--- src/rtl/serial_loader_pkg.sv ---
// Shared types and constants for the serial nibble loader.
// Latency: n/a (declarations only).
// Backpressure: n/a.
//
// Holds the FSM state encoding, the default word width and the helper that
// sizes the bit counter. Optional feature macro used by the design:
// PARITY_CHECK_EN.
package serial_loader_pkg;

  localparam int DEFAULT_WIDTH = 4;

  // Encodings are fixed so state values stay stable across builds, even when
  // PAR and ERR are not used.
  typedef enum logic [2:0] {
    IDLE  = 3'd0,
    SHIFT = 3'd1,
    PAR   = 3'd2,
    LOAD  = 3'd3,
    ERR   = 3'd4
  } state_t;

  // The counter must be able to hold WIDTH itself so that it can saturate there.
  function automatic int cnt_width(input int w);
    return $clog2(w) + 1;
  endfunction

endpackage

--- src/rtl/serial_nibble_loader_bit_counter.sv ---
// Clearable up-counter that saturates at MAX, with a terminal-count flag.
// Latency: count updates on the clock edge; tc_o is combinational on the next count.
// Backpressure: none; it counts only when inc_i is high.
//
// Ports:
//   clk_i, rst_ni : clock and async active-low reset
//   clr_i         : synchronous clear (has priority over inc_i)
//   inc_i         : increment enable
//   tc_o          : high when the count after this edge equals MAX
module bit_counter
  import serial_loader_pkg::*;
#(
  parameter int MAX = DEFAULT_WIDTH,
  parameter int CW  = cnt_width(MAX)
) (
  input  logic clk_i,
  input  logic rst_ni,
  input  logic clr_i,
  input  logic inc_i,
  output logic tc_o
);

  logic [CW-1:0] cnt_q, cnt_d;

  always_comb begin
    cnt_d = cnt_q;
    if (clr_i) begin
      cnt_d = '0;
    end else if (inc_i && (cnt_q != CW'(MAX))) begin
      cnt_d = cnt_q + CW'(1);
    end
  end

  // The flag looks at the next count, so the caller can act on the same edge
  // as the increment that reaches MAX.
  assign tc_o = (cnt_d == CW'(MAX));

  always_ff @(posedge clk_i or negedge rst_ni) begin
    if (!rst_ni) begin
      cnt_q <= '0;
    end else begin
      cnt_q <= cnt_d;
    end
  end

endmodule

--- src/rtl/serial_nibble_loader.sv ---
// Deserialises a framed serial stream and loads the word into the enable register.
// Latency: en and the new D appear WIDTH cycles after the start edge, one more with parity, plus one per sin_valid gap.
// Backpressure: none; the FSM holds while sin_valid is low, and start is ignored while a frame is in progress.
//
// Ports:
//   CLK, RST  : clock and async active-low reset
//   start     : frame start request, sampled in IDLE and ERR
//   sin       : serial data bit
//   sin_valid : sin is valid this cycle
//   D         : parallel word; it changes only when a frame completes
//   en        : one-cycle load strobe per good frame
//   busy      : high in SHIFT and PAR
//   err       : sticky parity-failure flag
// Optional feature: define PARITY_CHECK_EN to expect an even-parity bit after each word.
module serial_nibble_loader
  import serial_loader_pkg::*;
#(
  parameter int WIDTH     = DEFAULT_WIDTH,
  parameter int LSB_FIRST = 1
) (
  input  logic             CLK,
  input  logic             RST,
  input  logic             start,
  input  logic             sin,
  input  logic             sin_valid,
  output logic [WIDTH-1:0] D,
  output logic             en,
  output logic             busy,
  output logic             err
);

  state_t             state_q, state_d;
  logic [WIDTH-1:0]   shift_q, shift_d, shifted;
  logic [WIDTH-1:0]   d_q;
  logic               en_q;
  logic               load;
  logic               cnt_clr, cnt_inc, cnt_tc;

  bit_counter #(.MAX(WIDTH)) u_bit_counter (
    .clk_i  (CLK),
    .rst_ni (RST),
    .clr_i  (cnt_clr),
    .inc_i  (cnt_inc),
    .tc_o   (cnt_tc)
  );

  // With LSB-first order, shifting in from the top leaves the first bit in D[0]
  // once the word is complete.
  always_comb begin
    if (LSB_FIRST != 0) begin
      shifted = {sin, shift_q[WIDTH-1:1]};
    end else begin
      shifted = {shift_q[WIDTH-2:0], sin};
    end
  end

  always_comb begin
    state_d = state_q;
    shift_d = shift_q;
    cnt_clr = 1'b0;
    cnt_inc = 1'b0;
    load    = 1'b0;
    case (state_q)
      IDLE: begin
        if (start) begin
          state_d = SHIFT;
          cnt_clr = 1'b1;
        end
      end
      SHIFT: begin
        if (sin_valid) begin
          shift_d = shifted;
          cnt_inc = 1'b1;
          if (cnt_tc) begin
`ifdef PARITY_CHECK_EN
            state_d = PAR;
`else
            state_d = LOAD;
            load    = 1'b1;
`endif
          end
        end
      end
`ifdef PARITY_CHECK_EN
      PAR: begin
        if (sin_valid) begin
          if (sin == ^shift_q) begin
            state_d = LOAD;
            load    = 1'b1;
          end else begin
            state_d = ERR;
          end
        end
      end
      ERR: begin
        if (start) begin
          state_d = SHIFT;
          cnt_clr = 1'b1;
        end
      end
`endif
      LOAD: begin
        state_d = IDLE;
      end
      default: begin
        state_d = IDLE;
      end
    endcase
  end

  // D and en are registered on the edge that enters LOAD, so both are visible
  // during the LOAD cycle itself.
  always_ff @(posedge CLK or negedge RST) begin
    if (!RST) begin
      state_q <= IDLE;
      shift_q <= '0;
      d_q     <= '0;
      en_q    <= 1'b0;
    end else begin
      state_q <= state_d;
      shift_q <= shift_d;
      en_q    <= load;
      if (load) begin
        d_q <= shift_d;
      end
    end
  end

  assign D    = d_q;
  assign en   = en_q;
  assign busy = (state_q == SHIFT) || (state_q == PAR);

`ifdef PARITY_CHECK_EN
  // ERR is left only through a new start, so the flag is sticky until then.
  assign err = (state_q == ERR);
`else
  assign err = 1'b0;
`endif

endmodule
--- config.mk ---
export PLATFORM = sky130hd
export DESIGN_NAME = serial_nibble_loader
export DESIGN_NICKNAME = d
export VERILOG_FILES = /design/src/rtl/serial_loader_pkg.sv /design/src/rtl/serial_nibble_loader_bit_counter.sv /design/src/rtl/serial_nibble_loader.sv
export SDC_FILE = /design/constraint.sdc
export NUM_CORES = 1
export LEC_CHECK = 0
export CAP_MARGIN = 10
export CORE_MARGIN = 3
export CORE_UTILIZATION = 28
export CTS_BUF_LIST = sky130_fd_sc_hd__clkbuf_16
export DETAILED_ROUTE_END_ITERATION = 8
export REMOVE_ABC_BUFFERS = 1
export SLEW_MARGIN = 10
export SYNTH_ARGS = -nofsm -noshare
export SYNTH_HDL_FRONTEND = slang
export SYNTH_SLANG_ARGS = --single-unit
--- constraint.sdc ---
create_clock -name CLK -period 1.9 [get_ports CLK]
set_clock_uncertainty 0.1 [all_clocks]
set_input_delay 0.19 -clock CLK [delete_from_list [all_inputs] [get_ports CLK]]
set_output_delay 0.19 -clock CLK [all_outputs]
set_load 0.02 [all_outputs]
; Word-level counts from Yosys, hierarchy flattened
; Cells that the tools add are included.
[op_classes]
add_sub_neg = 1
n_eq_ne = 7
n_mux = 15
reduce_logical = 4
[op_table]
columns = operator, count
row1 = 2-to-1 mux 3 bit, 5
row2 = 2-to-1 mux 4 bit, 2
row3 = 2-to-1 mux 1 bit, 7
row4 = != test 2 bit (second input constant), 3
row5 = case mux 3 bit (2 select lines), 1
row6 = adder 3 x 1 -> 3 bit (second input constant), 1
row7 = equality test 3 x 1 -> 1 bit (second input constant), 1
row8 = equality test 3 x 2 -> 1 bit (second input constant), 1
row9 = equality test 3 bit (second input constant), 1
row10 = zero test 3 bit, 1
row11 = != test 3 bit (second input constant), 1
row12 = AND reduction 3 bit, 1
row13 = logical AND 1 bit, 1
row14 = logical OR 1 bit, 1
[word_totals]
register_bits = 15
output_inout_bits = 7
wordCells = 32

; Longest topological paths before layout
[depth]
word_depth = 9
mapped_depth = 6

; By module
; From an unflattened synthesis, not the netlist that was laid out.
[hier_totals]
hier_cells = 58
area_unflattened_um2 = 738.2
[by_module_without_submodules]
columns = module, instances, cells_each, area_per_inst_um2, seq_area_each_um2
row1 = serial_nibble_loader, 1, 40, 543.0, 275.3
row2 = bit_counter, 1, 18, 195.2, 75.1

; Worst setup path after synthesis
; OpenSTA, ideal clock, no wires.
[synth_timing]
path_type = register to register
from = register state_q[1]
to = register d_q[0], in the netlist D[0]
setup_ns = 0.125
t_arrival_ns = 1.729
t_required_ns = 1.675
slack_ns = -0.054
stages_incl_launch_ff = 7
cell_sequence = dfrtp_1 > inv_1 > ha_1 > nand3_1 > and3_1 > o221ai_2 > mux2_2
[synth_between]
elab_chain_cells = 9
word_cells_on_any_way = 12
cone_classes = eq/ne: 2 / mux: 8 / reduce/logical: 2
[synth_lines]
columns = item, line_no
row1 = "start, declared", serial_nibble_loader.sv:32  ; state_t state_q, state_d;
row2 = "start signal, assigned", serial_nibble_loader.sv:120  ; state_q <= state_d;
row3 = equality test 3 x 1 -> 1 bit, serial_nibble_loader.sv:63  ; case (state_q)
row4 = 2-to-1 mux 1 bit, serial_nibble_loader.sv:63
row5 = logical AND 1 bit, serial_nibble_loader_bit_counter.sv:29  ; end else if (inc_i && (cnt_q != CW'(MAX))) begin
row6 = 2-to-1 mux 3 bit, serial_nibble_loader_bit_counter.sv:29
row7 = 2-to-1 mux 3 bit, serial_nibble_loader_bit_counter.sv:27  ; if (clr_i) begin
row8 = equality test 3 bit, serial_nibble_loader_bit_counter.sv:36  ; assign tc_o = (cnt_d == CW'(MAX));
row9 = 2-to-1 mux 1 bit, serial_nibble_loader.sv:74  ; if (cnt_tc) begin
row10 = 2-to-1 mux 1 bit, serial_nibble_loader.sv:71  ; if (sin_valid) begin
row11 = 2-to-1 mux 1 bit, serial_nibble_loader.sv:63
row12 = "end signal, assigned", serial_nibble_loader.sv:124  ; d_q <= shift_d;
row13 = "end, declared", serial_nibble_loader.sv:34  ; logic [WIDTH-1:0] d_q;
; Parallel ways exist; a longest one is shown, timed or not.
; A chain may end at the register's enable or synchronous reset.

; Worst setup path in the final report
[layout_timing]
from = register state_q[1]
to = register d_q[1], in the netlist D[1]
; Same word-level chain as after synthesis.

==> metrics.md <==
| Metric | Value |
|---|---|
| Status | `completed` |
| CTS buffer count | `3` |
| First-pass detailed-route iteration total | `3` |
| GR Util All Layers | `0.111` |
| Critical path startpoint category | `flop` |
| WP buf/inv | `1` |
| First-pass GRT wire length | `2840 um` |
| MaxCap Viol Count | `0` |
| R2R Setup Slk | `approximately 0.058 ns` |
| Worst endpoint required time | `about 1.9 ns` |
| Initial antenna violation count | `0` |
| Sequential Area | `roughly 350 um^2` |
| Final non-filler cell total | `121` |
| Nets | `between 100 and 150` |
| Die height | `57.5 um` |
| Met1 Track Usage GR | `0.129` |
| Clock Path Buffers | `2` |
| Post-layout min period | `roughly 1.8 ns` |
| Worst reg-to-reg path cell count | `6` |
| Multi-input logic area | `~430 um^2` |
| CP max stage delay | `0.38 ns` |
| DR iter-0 viols | `4` |
| Hold Buf Count CTS | `0` |
| Yosys cell types | `26` |
| Met2 Use GR | `0.194` |
| VDD IR-drop max | `between 1000 and 1500 uV` |
| Pleak | `0.000543 uW` |
| Width of the chip | `roughly 58 um` |
| Root Buffer | `clkbuf_16` |
| Worst reg2reg startpoint | `state_q[1]` |
| Post-route clock period utilization | `0.970` |
| Reg2reg end | `D[1]` |
| Vias in the first global route | `between 600 and 700` |
| Clock slew at reported path FFs | `0.04 ns` |
| Antenna cells | `0` |
| Syn. warnings | `0` |
| Fill cells | `230` |
| Max stage delay cell, worst path | `dfrtp_1` |
| Detailed-route via count | `574` |
| DRC | `0` |
| Setup TNS | `0 ns` |
| WL/cell | `around 13 um` |
| Cell Chain, Critical Path | `inv_2 > ha_4 > nand2_2 > nor4b_4 > o221ai_4 > mux2_2` |
| Drt total wl | `about 1600 um` |
| Seq cells post-synth | `14` |
| CTS tree | `done` |
| Worst slew margin | `0.587` |
| Largest net degree at the start of global routing | `15` |
| Worst setup EP type | `flop` |
| Core Region | `between 2000 and 2500 um^2` |
| Top delay family on crit path | `simple AND/OR/NAND/NOR gates` |
| Final setup fails | `0` |
| RSZ-0062 raised after global routing | `yes` |
| Worst min-delay path category | `in2async` |
| Latest clock arrival within the worst-skew pair | `between 0.2 and 0.25 ns` |
| Inst Count DP | `114` |
| I/O Buffers | `10` |
| Worst-Margin Slew | `just over 0.6 ns` |
| Slew Limit Fails | `0` |
| Area Overhead vs Synth | `56.9%` |
| Post-route ant nets | `0` |
| Rows | `18` |
| Power Density | `1530 nW/um^2` |
| Pre-CTS setup slack | `-0.0930 ns` |
| Via-per-instance ratio | `roughly 4.7` |
| Share of cells above drive strength 1 | `0.462` |
| CP Max Fanout | `5` |
| Avg Cell Area, Syn | `about 12 um^2` |
| H-Tree Depth | `1` |
| Mapped Cells | `just over 60` |
| Cell Area, Placed | `978 um^2` |
| Kind of critical path | `reg2reg` |
| Seq/Total Area, Yosys | `0.471` |
| Endpoints failing hold | `0` |
| IO Pins | `12` |
| Final setup margin | `roughly 0.058 ns` |
| Hold slack | `0.238 ns` |
| Gr ovfl total | `0` |
| Synthesized area | `roughly 740 um^2` |
| Routability cong. | `0.807` |
| Die area | `~3300 um^2` |
| Arr. time, crit path | `1.87 ns` |
| F_max | `about 540 MHz` |
| Final Cell Area | `1170 um^2` |
| GRT busiest layer | `met2` |
| Initial Utilization | `0.297` |
| Sum of net half-perimeters after detailed placement | `1170 um` |
| Met3 usage | `0.0249` |
| Clock tree sinks | `14` |
sequential cells by signal, indices dropped and copies added, names as in the netlist:
register,count
D,4
shift_q,4
u_bit_counter.cnt_q,3
state_q,2
en,1
worst max path at each step:
| stage | endpoint | cells after the start | from | slack (ns) |
|---|---|---|---|---|
| 6_report | D[1] | 6 | state_q[1] | 0.06 |
| 5_1_grt | state_q[0] | 8 | u_bit_counter.cnt_q[0] | -0.05 |
| 4_1_cts | D[0] | 6 | u_bit_counter.cnt_q[0] | 0.007 |
| 3_5_place_dp | D[0] | 6 | state_q[1] | -0.09 |
| 3_3_place_gp | D[2] | 5 | sin_valid | -0.08 |
| 2_1_floorplan | D[0] | 6 | state_q[1] | -0.05 |
power by group:
group          internal, uW  switching [uW]  leakage [uW]
Sequential              407            61.1      0.000182
Combinational           486             442      0.000322
Clock                   278             114     0.0000385
metal layers:
metal	wire (um)	up-vias
met2	845	10
met3	70	2
met4	24	0
li1	-	277
met5	0	-
met1	663	285
synth_stat cells:
cell,number,area [um^2]
mux2i_1,1,10.0
nor4b_4,1,23.8
nand2_2,1,6.26
a221oi_2,1,15.0
and3_1,1,6.26
and2_1,1,6.26
o22ai_1,2,12.5
conb_1,1,3.75
ha_1,5,62.6
nand2b_1,1,6.26
a311o_1,1,10.0
a21oi_1,3,15.0
o221a_2,1,11.3
or2_2,1,6.26
o221ai_2,1,15.0
buf_4,1,7.51
a2111oi_2,1,15.0
dfrtp_1,14,350
o21ai_0,1,5.00
mux2_2,8,90.1
nand2_1,3,11.3
nand3b_1,1,7.51
inv_1,7,26.3
a31oi_1,1,6.26
xnor2_1,1,8.76
nand3_1,1,5.00
cell usage in the layout (no fill, tap or decap):
master and n:
buf_4 16, dfrtp_1 14, clkdlybuf4s50_1 9, mux2_2 8
inv_1 6, a21oi_1 3, clkbuf_16 3, nand2_2 2
nand2_1 2, o22ai_1 2, ha_1 2, ha_4 2
xnor2_1 1, mux2i_1 1, inv_2 1, nand3_2 1
a221oi_4 1, and3_4 1, or2_2 1, nor4b_4 1
a2111oi_4 1, o221ai_4 1, nand2b_1 1, a31oi_1 1
nand3b_1 1, o21ai_0 1, and2_1 1, o221a_2 1
a311o_1 1, ha_2 1, conb_1 1, clkinv_1 1
dlygate4sd2_1 1, buf_12 1
layout make-up:
type | instances | area share
clock buffer | 3 | 0.0644
clock inverter | 1 | 0.00322
inverter | 7 | 0.0225
multi-input combinational | 39 | 0.372
sequential | 14 | 0.300
tap | 30 | 0.0322
timing repair buffer | 27 | 0.205
worst register-to-register path: cells and delay by family, from the launching register on:
kind            cells  cell delay, ns
buf+inv             1            0.11
simple gates        2            0.45
compound gates      1            0.20
mux                 1            0.30
fa+ha+maj           1            0.18
flops               1            0.38
kinds of logic after synthesis:
family,share of synthesized area
buffers and inverters,0.0455
adder cells (fa/ha/maj),0.0842
XOR/XNOR,0.0118
AO/OA/AOI/OAI,0.141
AND/OR/NAND/NOR,0.106
flip-flops,0.471
multiplexers,0.135
other,0.00505
stage by stage:
stage | utilization | total power, uW
3_3_place_gp | 0.391 | 1220
6_report | 0.466 | 1790
3_5_place_dp | 0.391 | 1240
4_1_cts | 0.445 | 1720
5_1_grt | 0.466 | 1920
2_1_floorplan | - | 907
repair_timing:
action,CTS,global route
endpoints found under the setup margin,5,6
buffers inserted,0,3
gates resized for setup,11,3
pin swaps,1,4
cloned,0,0
No activity file was read; power rests on OpenSTA's default activity.
